===== config.mk =====
export PLATFORM = sky130hd
export DESIGN_NAME = cnt_seg_scan_flat
export DESIGN_NICKNAME = d
export VERILOG_FILES = /design/src/rtl/cnt_seg_scan_pkg.sv /design/src/rtl/cnt_seg_scan_if.sv /design/src/rtl/cnt_seg_scan_bcd_to_seg.sv /design/src/rtl/cnt_seg_scan.sv /design/src/flat_wrapper.sv
export SDC_FILE = /design/constraint.sdc
export NUM_CORES = 1
export LEC_CHECK = 0
export CAP_MARGIN = 15
export CORE_MARGIN = 5
export CORE_UTILIZATION = 40
export DETAILED_ROUTE_END_ITERATION = 10
export HOLD_SLACK_MARGIN = 0.06
export SETUP_SLACK_MARGIN = 0.15
export SLEW_MARGIN = 20
export SYNTH_ARGS = -nofsm -noshare
export SYNTH_HDL_FRONTEND = slang
export SYNTH_SLANG_ARGS = --single-unit

===== constraint.sdc =====
create_clock -name ck -period 4.7 [get_ports ck]
set_clock_uncertainty 0.15 [all_clocks]
set_input_delay 1.41 -clock ck [delete_from_list [all_inputs] [get_ports ck]]
set_output_delay 1.41 -clock ck [all_outputs]
set_load 0.05 [all_outputs]

===== src/rtl/cnt_seg_scan_pkg.sv =====
// Shared types and constants for the mod-21 count display stage.
// Glyphs are active-high gfedcba; polarity is applied at the top level.
package cnt_seg_pkg;

  typedef enum logic [1:0] {
    DIG0 = 2'd0,
    BLK0 = 2'd1,
    DIG1 = 2'd2,
    BLK1 = 2'd3
  } scan_state_e;

  localparam logic [4:0] MAX_COUNT   = 5'd20;
  localparam logic [6:0] GLYPH_DASH  = 7'h40;
  localparam logic [6:0] GLYPH_BLANK = 7'h00;

  function automatic logic [6:0] digit_glyph(input logic [3:0] digit);
    logic [6:0] glyph;
    case (digit)
      4'd0:    glyph = 7'h3F;
      4'd1:    glyph = 7'h06;
      4'd2:    glyph = 7'h5B;
      4'd3:    glyph = 7'h4F;
      4'd4:    glyph = 7'h66;
      4'd5:    glyph = 7'h6D;
      4'd6:    glyph = 7'h7D;
      4'd7:    glyph = 7'h07;
      4'd8:    glyph = 7'h7F;
      4'd9:    glyph = 7'h6F;
      default: glyph = GLYPH_BLANK;
    endcase
    return glyph;
  endfunction

endpackage


===== src/rtl/cnt_seg_scan_if.sv =====
// Count-in / display-out bundle between the counter side (master) and the scanner (slave).
interface cnt_seg_scan_if;
  logic [4:0] q_in;
  logic [6:0] seg;
  logic [1:0] an;
  logic       wrap;
  logic       ovr;

  modport master (output q_in, input seg, input an, input wrap, input ovr);
  modport slave  (input q_in, output seg, output an, output wrap, output ovr);
endinterface


===== src/rtl/cnt_seg_scan_bcd_to_seg.sv =====
// Combinational decimal digit to active-high 7-segment glyph.
module bcd_to_seg
  import cnt_seg_pkg::*;
(
  input  logic [3:0] digit,
  output logic [6:0] glyph
);

  // Table lookup; codes above 9 decode to a blank glyph
  always_comb begin
    glyph = digit_glyph(digit);
  end

endmodule


===== src/rtl/cnt_seg_scan.sv =====
// Two-digit multiplexed 7-segment scanner for a mod-21 count, with
// wrap detection and a sticky illegal-input flag.
module cnt_seg_scan
  import cnt_seg_pkg::*;
#(
  parameter int SCAN_DIV       = 4,
  parameter bit SEG_ACTIVE_LOW = 1'b1
) (
  input  logic           ck,
  input  logic           rs,
  cnt_seg_scan_if.slave  bus
);

  localparam int             DW         = $clog2(SCAN_DIV + 1);
  localparam logic [DW-1:0]  DWELL_LAST = DW'(SCAN_DIV - 1);
  localparam logic [DW-1:0]  DWELL_ONE  = DW'(1);
  localparam logic [DW-1:0]  DWELL_ZERO = DW'(0);
  localparam logic [6:0]     SEG_OFF    = SEG_ACTIVE_LOW ? 7'h7F : 7'h00;

  logic [4:0]    cnt_r;
  logic [4:0]    prev_r;
  logic          wrap_r;
  logic          ovr_r;
  scan_state_e   state_r;
  logic [DW-1:0] dwell_r;
  logic [6:0]    seg_r;
  logic [1:0]    an_r;

  logic [1:0]    tens_s;
  logic [3:0]    ones_s;
  logic          dwell_done_s;
  logic          lit_tens_s;
  logic          ovr_nx_s;
  logic [3:0]    digit_s;
  logic [6:0]    bcd_glyph_s;
  logic [6:0]    glyph_s;
  logic [6:0]    drive_s;

  // Split the registered count into tens and ones using compares and one subtract
  always_comb begin
    tens_s = 2'd0;
    ones_s = cnt_r[3:0];
    if (cnt_r >= MAX_COUNT) begin
      tens_s = 2'd2;
      ones_s = 4'(cnt_r - MAX_COUNT);
    end else if (cnt_r >= 5'd10) begin
      tens_s = 2'd1;
      ones_s = 4'(cnt_r - 5'd10);
    end else begin
      tens_s = 2'd0;
      ones_s = cnt_r[3:0];
    end
  end

  // Choose the glyph for the state being entered so seg and an load together
  always_comb begin
    dwell_done_s = (dwell_r == DWELL_LAST);
    lit_tens_s   = (state_r == BLK0) || ((state_r == DIG1) && !dwell_done_s);
    ovr_nx_s     = ovr_r || (cnt_r > MAX_COUNT);
    if (lit_tens_s) begin
      digit_s = {2'b00, tens_s};
    end else begin
      digit_s = ones_s;
    end
    if (ovr_nx_s) begin
      glyph_s = GLYPH_DASH;
    end else if (lit_tens_s && (tens_s == 2'd0)) begin
      glyph_s = GLYPH_BLANK;
    end else begin
      glyph_s = bcd_glyph_s;
    end
    if (SEG_ACTIVE_LOW) begin
      drive_s = ~glyph_s;
    end else begin
      drive_s = glyph_s;
    end
  end

  bcd_to_seg u_bcd_to_seg (
    .digit (digit_s),
    .glyph (bcd_glyph_s)
  );

  // Input capture, wrap detection and sticky illegal-value flag
  always_ff @(posedge ck or posedge rs) begin
    if (rs) begin
      cnt_r  <= 5'd0;
      prev_r <= 5'd0;
      wrap_r <= 1'b0;
      ovr_r  <= 1'b0;
    end else begin
      cnt_r  <= bus.q_in;
      prev_r <= cnt_r;
      wrap_r <= (prev_r == MAX_COUNT) && (cnt_r == 5'd0);
      ovr_r  <= ovr_nx_s;
    end
  end

  // Scan FSM; reset parks in BLK1 so the first edge lights the ones digit
  always_ff @(posedge ck or posedge rs) begin
    if (rs) begin
      state_r <= BLK1;
      dwell_r <= DWELL_ZERO;
      an_r    <= 2'b00;
      seg_r   <= SEG_OFF;
    end else begin
      case (state_r)
        DIG0: begin
          if (dwell_done_s) begin
            state_r <= BLK0;
            dwell_r <= DWELL_ZERO;
            an_r    <= 2'b00;
            seg_r   <= SEG_OFF;
          end else begin
            dwell_r <= dwell_r + DWELL_ONE;
            an_r    <= 2'b01;
            seg_r   <= drive_s;
          end
        end
        BLK0: begin
          state_r <= DIG1;
          dwell_r <= DWELL_ZERO;
          an_r    <= 2'b10;
          seg_r   <= drive_s;
        end
        DIG1: begin
          if (dwell_done_s) begin
            state_r <= BLK1;
            dwell_r <= DWELL_ZERO;
            an_r    <= 2'b00;
            seg_r   <= SEG_OFF;
          end else begin
            dwell_r <= dwell_r + DWELL_ONE;
            an_r    <= 2'b10;
            seg_r   <= drive_s;
          end
        end
        BLK1: begin
          state_r <= DIG0;
          dwell_r <= DWELL_ZERO;
          an_r    <= 2'b01;
          seg_r   <= drive_s;
        end
        default: begin
          state_r <= BLK1;
          dwell_r <= DWELL_ZERO;
          an_r    <= 2'b00;
          seg_r   <= SEG_OFF;
        end
      endcase
    end
  end

  assign bus.seg  = seg_r;
  assign bus.an   = an_r;
  assign bus.wrap = wrap_r;
  assign bus.ovr  = ovr_r;

endmodule


===== src/flat_wrapper.sv =====
// flat-port wrapper written by rule: the top's interface ports become plain ports
module cnt_seg_scan_flat import cnt_seg_pkg::*;
#(
  parameter int SCAN_DIV       = 4,
  parameter bit SEG_ACTIVE_LOW = 1'b1
)
  (ck, rs, bus_q_in, bus_seg, bus_an, bus_wrap, bus_ovr);
  cnt_seg_scan_if bus_i ();
  input  logic ck;
  input  logic rs;
  input wire logic [$bits(bus_i.q_in)-1:0] bus_q_in;
  output wire logic [$bits(bus_i.seg)-1:0] bus_seg;
  output wire logic [$bits(bus_i.an)-1:0] bus_an;
  output wire logic [$bits(bus_i.wrap)-1:0] bus_wrap;
  output wire logic [$bits(bus_i.ovr)-1:0] bus_ovr;
  assign bus_i.q_in = bus_q_in;
  assign bus_seg = bus_i.seg;
  assign bus_an = bus_i.an;
  assign bus_wrap = bus_i.wrap;
  assign bus_ovr = bus_i.ovr;
  cnt_seg_scan #(.SCAN_DIV(SCAN_DIV), .SEG_ACTIVE_LOW(SEG_ACTIVE_LOW)) u_core (.ck(ck), .rs(rs), .bus(bus_i));
endmodule

* Yosys cells after proc, flatten, opt, wreduce, memory -nomap -nowiden *
Memory sizes are Yosys's and may differ from the RTL's.
Index checks and enable logic that the tools add are counted.

operators by class
  bitwise gates (word level) = 1
  add/subtract/negate cells = 3
  muxes and demuxes = 17
  magnitude comparators = 3
  reductions and logical operators = 12
  equality and inequality tests = 7

operator list
  cell                                                                   number
  7-bit two-way mux                                                      3
  2-bit one-hot mux with 4 select lines                                  2
  7-bit one-hot mux with 2 select lines                                  1
  4-bit two-way mux                                                      3
  2-bit two-way mux                                                      4
  7-bit NOT                                                              1
  3-bit one-hot mux with 2 select lines                                  1
  5-bit == test, second input constant                                   1
  5-bit by 4-bit >= comparator with 1-bit output, second input constant  1
  5-bit >= comparator, second input constant                             1
  5-bit greater-than comparator, second input constant                   1
  5-bit logical NOT                                                      1
  2-bit == test, second input constant                                   2
  2-bit logical NOT                                                      2
  2-bit by 1-bit != test with 1-bit output, second input constant        2
  2-bit OR reduction                                                     2
  4-bit by 3-bit subtractor with 4-bit output, second input constant     1
  4-bit subtractor, second input constant                                1
  3-bit by 1-bit adder with 3-bit output, second input constant          1
  3-bit by 2-bit == test with 1-bit output, second input constant        1
  1-bit logical AND                                                      3
  3-bit two-way mux                                                      1
  2-bit by 1-bit == test with 1-bit output, second input constant        1
  1-bit logical OR                                                       2
  other kinds (3)                                                        4

word-level totals
  bits in registers = 26
  ROM bits = 112
  input port bits = 7
  output and inout bits = 11
  logic and storage cells = 52
  memories kept = 1

memory list
  memory           depth  width  read ports  clocked after Yosys merged registers in  wr ports  line                    source
  (no name shown)  16     7      1           0                                        0         cnt_seg_scan_pkg.sv:18  case (digit)

* Depth between registers and ports, before layout *
An unclocked memory read counts as a cell.

  depth after elaboration = 11
  mapped depth = 12
  depth with buffers taken out = 12

* Hierarchy *
From an unflattened synthesis, not the netlist that was laid out.

second synthesis, totals
  cell total of the unflattened synthesis = 124
  area total of the unflattened synthesis = 1,360.1 µm²

modules (own cells, without submodules)
  module        seq. area each (µm²)  area an instance (µm²)  instances  cells an instance
  cnt_seg_scan  661.9                 1,141.1                 1          96
  bcd_to_seg    0.0                   219.0                   1          28

* Least setup slack after synthesis *
No wires, ideal clock.

  kind = register to register
  start point = reg u_core.cnt_r[2]
  end point = reg u_core.seg_r[6] (netlist: u_core.bus.seg[6])
  setup time = 0.096 ns
  period minus slack after synthesis = 2.360 ns
  path buffers = 0
  stages on the path, launching flop included = 10
  required time = 4.454 ns
  slack = 2.340 ns
  arrival time = 2.114 ns
  path through = dfrtp_1 -> inv_1 -> ha_1 -> nand2b_1 -> nand3_4 -> a31oi_1 -> inv_1 -> ha_1 -> a2111oi_2 -> a311oi_2

on the way
  cells in the longest elaborated chain, start to end = 10
  elaborated cells on any way between the ends = 19
  those cells by class = add/sub: 2; order compare: 3; mux: 9; bitwise: 1; reduce/logical: 3; memory: 1

RTL lines
  what                                                                                       line                                      source
  from (decl)                                                                                cnt_seg_scan.sv:20                        logic [4:0] cnt_r;
  from (signal assigned)                                                                     cnt_seg_scan.sv:92                        cnt_r <= bus.q_in;
  4-bit subtractor / 5-bit by 4-bit >= comparator with 1-bit output (equally long branches)  cnt_seg_scan.sv:48, cnt_seg_scan.sv:46
  4-bit two-way mux / 1-bit two-way mux (equally long branches)                              cnt_seg_scan.sv:46                        end else if (cnt_r >= 5'd10) begin
  4-bit two-way mux / 2-bit two-way mux (equally long branches)                              cnt_seg_scan.sv:43                        if (cnt_r >= MAX_COUNT) begin
  4-bit two-way mux / 2-bit logical NOT (equally long branches)                              cnt_seg_scan.sv:60, cnt_seg_scan.sv:67
  memory 16 x 7 bit / 1-bit logical AND (equally long branches)                              --
  7-bit two-way mux                                                                          cnt_seg_scan.sv:67                        end else if (lit_tens_s && (tens_s == 2'd0)) begin
  7-bit two-way mux (*)                                                                      cnt_seg_scan.sv:65                        if (ovr_nx_s) begin
  7-bit NOT (*)                                                                              cnt_seg_scan.sv:73                        drive_s = ~glyph_s;
  7-bit two-way mux                                                                          cnt_seg_scan.sv:109, cnt_seg_scan.sv:127
  7-bit one-hot mux with 2 select lines (*)                                                  cnt_seg_scan.sv:107                       case (state_r)
  to (signal assigned)                                                                       cnt_seg_scan.sv:117                       seg_r <= drive_s;
  to (signal assigned)                                                                       cnt_seg_scan.sv:124                       seg_r <= drive_s;
  to (signal assigned)                                                                       cnt_seg_scan.sv:135                       seg_r <= drive_s;
  to (decl)                                                                                  cnt_seg_scan.sv:26                        logic [6:0] seg_r;

Every way passes the cells marked *; elsewhere a longest branch is shown, timed or not.
A chain may end at the register's enable or synchronous reset.

* Worst setup path in the final report *
  start point = reg u_core.seg_r[4] (netlist: u_core.bus.seg[4])
  end point = out bus_seg[4]

RTL lines
  what       line                source
  to (decl)  flat_wrapper.sv:12  output wire logic [$bits(bus_i.seg)-1:0] bus_seg;

No word-level cell between the ends.

==> out/results.txt <==
drt total wl - 2470 µm
IO Count - 18
largest area contributor in the netlist - dfrtp_1
Max clock buf depth - 2
Pint - 0.000341 W
Worst-Margin Slew - 879 ps
final setup TNS - 0 ps
sw power - 0.000105 W
num rows - 21
grt ovf - 0
ANT cells - 0
final net count - 160
H-tree depth - 1
Worst-Skew Late Latency - 320 ps
asr flop ratio synth - 100%
gr busiest metal - met2
outcome - complete, no violations
CP bufs+invs - 1
Final period util - 68.6%
die area - 4850 µm²
post-CTS sizing - 0
cell breakdown of the critical path - clkdlybuf4s50_1
initial antenna violation count - 0
Placement Setup Slack - 1840 ps
All-Layer GR Usage - 11.3%
Critical Path End - bus_seg[4]
DRC violations left - 0
Placed Area - 1640 µm²
Net Count, Synth - 139
filler cell count - 291
Worst path top cell family by delay - buffers and inverters
WP data required - 3140 ps
WS Path Type - flip-flop to output port
main area contributors after synthesis - dfrtp_1 30%, dfstp_2 17%, ha_1 12%, inv_1 2.9%, mux2i_1 2.8%
area of the multi-input gates - 707 µm²
GR Util met3 - 2.17%
Peak VDD IR - 0.0918 mV
Post-synth EDFFs - 0
Slew headroom - 41.0%
WP depth - 1
final hold violation count - 0
RePlAce Congestion - 0.832
Crit Path Max Fanout - 1
IO Port Bufs - 17
crit start category - flip-flop
synth warn - 0
part of the power in combinational logic - 12.9%
critical path startpoint - u_core.bus.seg[4]$_DFF_PP1_
ys flop type - dfrtp_1
DRT iter0 DRCs - 47
sequential group share of total power - 52.5%
CTS buffer count - 3
RSZ-0062 raised after global routing - no
syn avg cell area - 12.0 µm²
cts-stage hold buffer count - 0
Synth cell types - 42
Switching Share - 23.6%
maximum clock rate - 310 MHz
CTS Sinks - 26
Period minus WS final - 3230 ps
dpl hpwl - 1850 µm
Synth Instances - 118
Die X - 69.6 µm
Max-Cap Viols - 0
sequential fraction of the synthesis area - 46.6%
setup bufs post-CTS - 0
Largest stage delay, worst path - 790 ps
finished layout cell area - 1690 µm²
vias per cell - 5.16
fraction of layout cells with a size suffix above 1 - 21.0%
M1 GR Usage - 13.5%
first-pass GRT wire length - 4510 µm
Worst Path Arrival - 1670 ps
reg2reg end - u_core.bus.seg[6]$_DFF_PP1_
worst min path class - flip-flop to flip-flop
top cell type's share of synthesized area - 29.9%
Layout area overhead - 18.9%
Reg clk slew, reported paths - 140 ps
Clock Root Buffer - clkbuf_4
Pwr Density - 264 nW/µm²
post-route ant nets - 0
routed len/inst - 13.4 µm
FF-to-FF Start - u_core.cnt_r[2]$_DFF_PP0_
Die Ht - 69.6 µm
Netlist Area Pre-Place - 1420 µm²
CTS tree - done
Final setup viols - 0
pin count of the biggest net entering global routing - 27
CP max stage cell - clkdlybuf4s50_1
Reg area - 662 µm²
Starting Density - 41.9%
core box area - 3390 µm²
Reg2Reg Setup Slack - 2010 ps
worst setup margin - 1470 ps
met2 Use GR - 19.8%
vias - 950
Pins Over Slew Limit - 0
flops & latches, synth - 26
DRT Pass-1 Iters - 4
leakage - 0.749 nW
Critical Path Sink Type - output port
Clock power frac - 34.6%
vias in the first global route - 990
Reg2Reg Depth - 9
## power by group through the flow
| stage | clock [W] | combinational, W | sequential (W) |
|---|---|---|---|
| CTS | 0.000163 | 0.0000581 | 0.000235 |
| global route | 0.000173 | 0.0000645 | 0.000236 |
| floorplan | 0 | 0.0000468 | 0.000236 |
| global placement | 0 | 0.0000568 | 0.000238 |
| finish | 0.000155 | 0.0000574 | 0.000235 |
| detailed placement | 0 | 0.0000579 | 0.000239 |
## cells in the mapped netlist, drive strengths merged (2+ instances only)
master and n:
nand2 5, nand2b 3, dfstp 9, nor4 2, o21a 2, ha 14
o311ai 3, inv 11, nand3 5, nor2b 2, mux2i 4, dfrtp 17
nor4b 3, nor2 6, o21ai 6, a211oi 2, a31oi 3, a21oi 6
## cell type report
class                   count  area share, %
flip-flops and latches     26           39.2
clock inverters             1           1.78
clock buffers               3           1.33
multi-input cells          80           41.8
repair buffers             17           10.1
inverters                  11           2.44
well taps                  46           3.40
## stage by stage
| step | hold slack [ps] | instances | total power (W) | utilization, % |
|---|---|---|---|---|
| 4_1_cts | 300 | 184 | 0.000456 | 49.9 |
| 2_1_floorplan | 224 | 118 | 0.000283 | - |
| 3_5_place_dp | 281 | 180 | 0.000297 | 48.3 |
| 5_1_grt | 327 | 184 | 0.000473 | 49.9 |
| 6_report | 297 | 184 | 0.000447 | 49.9 |
| 3_3_place_gp | 276 | 180 | 0.000295 | 48.3 |
## how the worst min path moves through the flow
stage                                        to  cells after the start                         from
floorplan            u_core.prev_r[4]$_DFF_PP0_                      0    u_core.cnt_r[4]$_DFF_PP0_
global placement    u_core.dwell_r[0]$_DFF_PP0_                      1  u_core.dwell_r[0]$_DFF_PP0_
detailed placement  u_core.dwell_r[0]$_DFF_PP0_                      1  u_core.dwell_r[0]$_DFF_PP0_
CTS                 u_core.dwell_r[0]$_DFF_PP0_                      1  u_core.dwell_r[0]$_DFF_PP0_
global route        u_core.dwell_r[0]$_DFF_PP0_                      1  u_core.dwell_r[0]$_DFF_PP0_
finish              u_core.dwell_r[0]$_DFF_PP0_                      1  u_core.dwell_r[0]$_DFF_PP0_
## state kept, by name (all words and copies together), names as in the netlist
signal	cells
u_core.prev_r	5
u_core.bus.seg	7
u_core.bus.an	2
u_core.cnt_r	5
u_core.bus.wrap	1
u_core.bus.ovr	1
u_core.state_r	2
u_core.dwell_r	3
## logic make-up (layout without fill, tap and decap cells)
kind of cell	count (synthesis)	in the layout	share of synthesized area, %
AOI/OAI and AO/OA	32	32	20.7
and+or+nand+nor	30	30	13.9
DFF	26	26	46.6
adders and majority gates	14	14	12.3
buffers and inverters	12	32	3.70
muxes	4	4	2.82
## cells in the final DEF (no fill, tap or decap), drive strengths merged, types with 2 or more instances in the layout
cell type | netlist | final
nor4b | 3 | 3
o21ai | 6 | 6
clkdlybuf4s50 | 0 | 17
a31oi | 3 | 3
inv | 11 | 10
o21a | 2 | 2
nand3 | 5 | 5
nand2b | 3 | 3
dfrtp | 17 | 17
nor4 | 2 | 2
clkbuf | 0 | 3
mux2i | 4 | 4
nor2b | 2 | 2
a211oi | 2 | 2
nor2 | 6 | 6
ha | 14 | 14
dfstp | 9 | 9
a21oi | 6 | 6
nand2 | 5 | 5
o311ai | 3 | 3
## metal layers
layer	part of all wire, %	wire length [µm]
met1	44	1080
met2	51	1260
met3	3.8	94
met4	1.7	43
met5	0	0
Power figures use the tool's default switching activity.
